$ cat src/rtl/mux_scan_ctrl.sv
// Scan sequencer for a 4-to-1 mux: steps the select through channels 0..3, waits a settle
// time on each one, samples the mux output and offers the assembled word on valid/ready.
module mux_scan_ctrl #(
   parameter int unsigned SETTLE  = 1,
   parameter int unsigned CONT_EN = 1
) (
   input  logic       clock,
   input  logic       reset_n,
   input  logic       start,
   input  logic       cont,
   input  logic       mux_out,
   output logic       s1,
   output logic       s0,
   output logic [3:0] data,
   output logic       valid,
   input  logic       ready,
   output logic       busy
);

   localparam logic [1:0] ST_IDLE   = 2'd0;
   localparam logic [1:0] ST_SETTLE = 2'd1;
   localparam logic [1:0] ST_SAMPLE = 2'd2;
   localparam logic [1:0] ST_DONE   = 2'd3;

   localparam logic [7:0] SETTLE_CNT = 8'(SETTLE);
   localparam logic       CONT_ON    = (CONT_EN != 0);

   logic [1:0] state_q, state_d;
   logic [7:0] cnt_q, cnt_d;
   logic [1:0] ch_q, ch_d;
   logic [3:0] data_q, data_d;
   logic       valid_q, valid_d;
   logic       cont_eff;

   assign cont_eff = CONT_ON & cont;

   // The channel register doubles as the registered mux select.
   always_comb begin
      state_d = state_q;
      cnt_d   = cnt_q;
      ch_d    = ch_q;
      data_d  = data_q;
      valid_d = valid_q;
      case (state_q)
         ST_IDLE: begin
            if (start) begin
               state_d = ST_SETTLE;
               ch_d    = 2'd0;
               cnt_d   = SETTLE_CNT;
               data_d  = '0;
            end
         end
         ST_SETTLE: begin
            if (cnt_q != 8'd0) begin
               cnt_d = cnt_q - 8'd1;
            end else begin
               state_d = ST_SAMPLE;
            end
         end
         ST_SAMPLE: begin
            data_d[ch_q] = mux_out;
            if (ch_q != 2'd3) begin
               ch_d    = ch_q + 2'd1;
               cnt_d   = SETTLE_CNT;
               state_d = ST_SETTLE;
            end else begin
               state_d = ST_DONE;
               valid_d = 1'b1;
            end
         end
         ST_DONE: begin
            if (ready) begin
               valid_d = 1'b0;
               ch_d    = 2'd0;
               if (cont_eff) begin
                  state_d = ST_SETTLE;
                  cnt_d   = SETTLE_CNT;
                  data_d  = '0;
               end else begin
                  state_d = ST_IDLE;
               end
            end
         end
         default: begin
            state_d = ST_IDLE;
         end
      endcase
   end

   always_ff @(posedge clock or negedge reset_n) begin
      if (!reset_n) begin
         state_q <= ST_IDLE;
         cnt_q   <= '0;
         ch_q    <= '0;
         data_q  <= '0;
         valid_q <= 1'b0;
      end else begin
         state_q <= state_d;
         cnt_q   <= cnt_d;
         ch_q    <= ch_d;
         data_q  <= data_d;
         valid_q <= valid_d;
      end
   end

   assign s1    = ch_q[1];
   assign s0    = ch_q[0];
   assign data  = data_q;
   assign valid = valid_q;
   assign busy  = (state_q != ST_IDLE);

endmodule

$ cat config.mk
export PLATFORM = sky130hd
export DESIGN_NAME = mux_scan_ctrl
export DESIGN_NICKNAME = d
export VERILOG_FILES = /design/src/rtl/mux_scan_ctrl.sv
export SDC_FILE = /design/constraint.sdc
export NUM_CORES = 1
export LEC_CHECK = 0
export CORE_ASPECT_RATIO = 0.8
export CORE_MARGIN = 3
export CORE_UTILIZATION = 40
export DETAILED_ROUTE_END_ITERATION = 16
export PLACE_DENSITY_LB_ADDON = 0.3
export REMOVE_ABC_BUFFERS = 1
export SETUP_SLACK_MARGIN = 0.15
export SYNTH_ARGS = -nofsm -noshare
export SYNTH_HDL_FRONTEND = slang
export SYNTH_SLANG_ARGS = --single-unit
export TNS_END_PERCENT = 10
$ cat constraint.sdc
create_clock -name clock -period 2.1 [get_ports clock]
set_clock_uncertainty 0.2 [all_clocks]
set_input_delay 0.21 -clock clock [delete_from_list [all_inputs] [get_ports clock]]
set_output_delay 0.21 -clock clock [all_outputs]
set_load 0.01 [all_outputs]
==> impl_metrics.ini <==
[sta]
slew_viol_final = 0
period_needed_ps = 1930
holdWs_ps = 39.6
fin_ws_ps = 170
fin_crit_sh_pct = 91.9
slew_headroom_pct = 71.9
fmax_mhz = 518
rsz0062_at_grt = yes
finalHoldViolCount = 0
max_slew.worst_pin.slew_ps = 421
finalSetupViolations = 0
fin_setup_tns_ps = 0

[synth]
ys_ff_latch = 17
syn_area_um2 = 973
async_flop_share_pct = 100
yosysWarnings = 0
synth_seq_area_share_pct = 43.7
syn_inst = 100
synth_edf_count = 0
syn-mean-instance-area_um2 = 9.73
synth_cell_types = 33
ys.flop_type = dfrtp_1

[place]
gp_congestion = 0.779
dpl_cell_area_um2 = 1140
dp_slack_ps = 98.0
place_hpwl_mm = 1.64
dp.cells = 138
place.port_buffers = 13

[final_layout]
n_antenna_cell = 0
utilization_pct = 57.5
nFillCells = 204
nNetsFinal = 142
finalInstanceArea_um2 = 1280
drive_above_1_share_pct = 26.4
layoutNonFillerInstCount = 154
synthToLayoutAreaGrowth_pct = 32.0

[hold_path]
hold_class = primary input to async pin

[floorplanning]
ios = 14
initial_core_util_pct = 43.6
dieArea_um2 = 3070
die_y_um = 50.1
dieWidth_um = 61.2
rows = 15
core_area_um2 = 2230

[setup_path]
arrival_ps = 1860
start_kind = register
endpoint_kind = register
critPathMaxFanout = 7
crit_type = register to register
crit_required_ps = 2030

[global_routing]
grt_overflow = 0
antenna_found_initial = 0
grt_pass1_wl_mm = 3.65
grt_pass1_vias = 774
grt_max_degree = 18
grt_usage_pct = 15.8

[drt]
wl_met1_mm = 1.19
first_pass_iters = 4
via_per_inst = 5.29
detail_route.wl_per_cell_um = 15.7
wl_met2_mm = 1.10
num_vias = 814
wirelength_mm = 2.42
top_layer = met4
drc = 0
drt_iter0_markers = 18
detail-route-antenna-nets = 0
route.met3.wl_um = 100

[clock_tree]
cts_hold_buffers = 0
clockRootBuffer = clkbuf_4
cts_tree = done
clk_pin_slew_ps = 90
clock_latency_ps = 280
cts_num_sinks = 17
numCtsBuffers = 3
htreeDepth = 1
cts_max_path_buffers = 2

[power]
powerDensity_nw_per_um2 = 1570
p_leak_nw = 0.568
peakVddDrop_mv = 0.576
totalPowerFinal_mw = 2.02

[flow_run]
drv_cap = 0

[outcome]
status = finished clean
==> cells by family after synthesis <==
| family | count (synthesis) | synth area share [%] |
|---|---|---|
| adders and majority gates | 6 | 7.71 |
| muxes | 6 | 6.43 |
| buffers and inverters | 8 | 3.34 |
| AOI/OAI and AO/OA | 28 | 19.8 |
| and+or+nand+nor | 34 | 18.1 |
| xor gates and xnor gates | 1 | 0.900 |
| DFF | 17 | 43.7 |
==> critical path, stage by stage (launching register included) <==
cell      delay, ps
dfrtp_2         420
or3_4           390
o41a_4          560
clkinv_1        100
o211ai_1        110
==> report_power, final <==
part / internal, mW / switching, mW
registers: 0.472 / 0.145
clock network: 0.0738 / 0.0915
logic: 0.629 / 0.610
total: 1.17 / 0.847
==> state kept, by name, indices dropped and copies added (netlist names) <==
name / cells
cnt_q: 8
ch_q: 2
data: 4
valid: 1
state_q: 2
==> per-layer routing <==
layer | global-route usage, % | vias to the layer above
li1 | - | 415
met1 | 22.0 | 381
met2 | 25.0 | 14
met3 | 4.97 | 4
met4 | 1.08 | 0
met5 | 0 | -
==> cell usage after synthesis (4+ instances only) <==
cell type	instances	share of area [%]
nand2_1	12	4.6
mux2i_1	4	4.1
o21ai_0	7	3.6
nand2b_1	4	2.6
inv_1	5	1.9
nor2_1	6	2.3
dfrtp_1	17	44
ha_1	6	7.7
a21oi_1	6	3.1
a31oi_1	6	3.9
==> cell usage in the layout, fill, tap and decap left out, drive strengths merged, types with 2 or more instances in the layout <==
cell type,instances
nand2,12
mux2i,4
or2,2
nor3,2
a21oi,6
buf,14
nand2b,4
a22o,2
nor2b,2
o21ai,7
ha,6
nor2,6
mux2,2
inv,5
clkdlybuf4s50,13
or3,2
dfrtp,17
a31oi,6
clkbuf,4
==> timing repair <==
item	CTS	global route
pin swaps	0	3
setup endpoints to repair	1	7
buffers inserted	5	7
gates resized for setup	2	6
==> cell type report <==
class                   count  area (µm²)  share of cell area (%)
inverters                   6        22.5                    1.75
multi-input cells          75         541                    42.1
clock buffers               4        26.3                    2.04
well taps                  25        31.3                    2.43
repair buffers             27         235                    18.3
flip-flops and latches     17         429                    33.4
==> final timing paths <==
check	cells past startpoint	start	to	slack (ps)
min reg2reg	2	data[3]$_DFFE_PN0P_	data[3]$_DFFE_PN0P_	320
min	2	reset_n	cnt_q[5]$_DFFE_PN0P_	40
max in group asynchronous	2	reset_n	state_q[0]$_DFFE_PN0P_	1460
max	4	cnt_q[4]$_DFFE_PN0P_	state_q[0]$_DFFE_PN0P_	170
max reg2reg	4	cnt_q[4]$_DFFE_PN0P_	state_q[0]$_DFFE_PN0P_	170
min in group clock	2	data[3]$_DFFE_PN0P_	data[3]$_DFFE_PN0P_	320
Note: power is estimated with default switching activity, not from simulation.
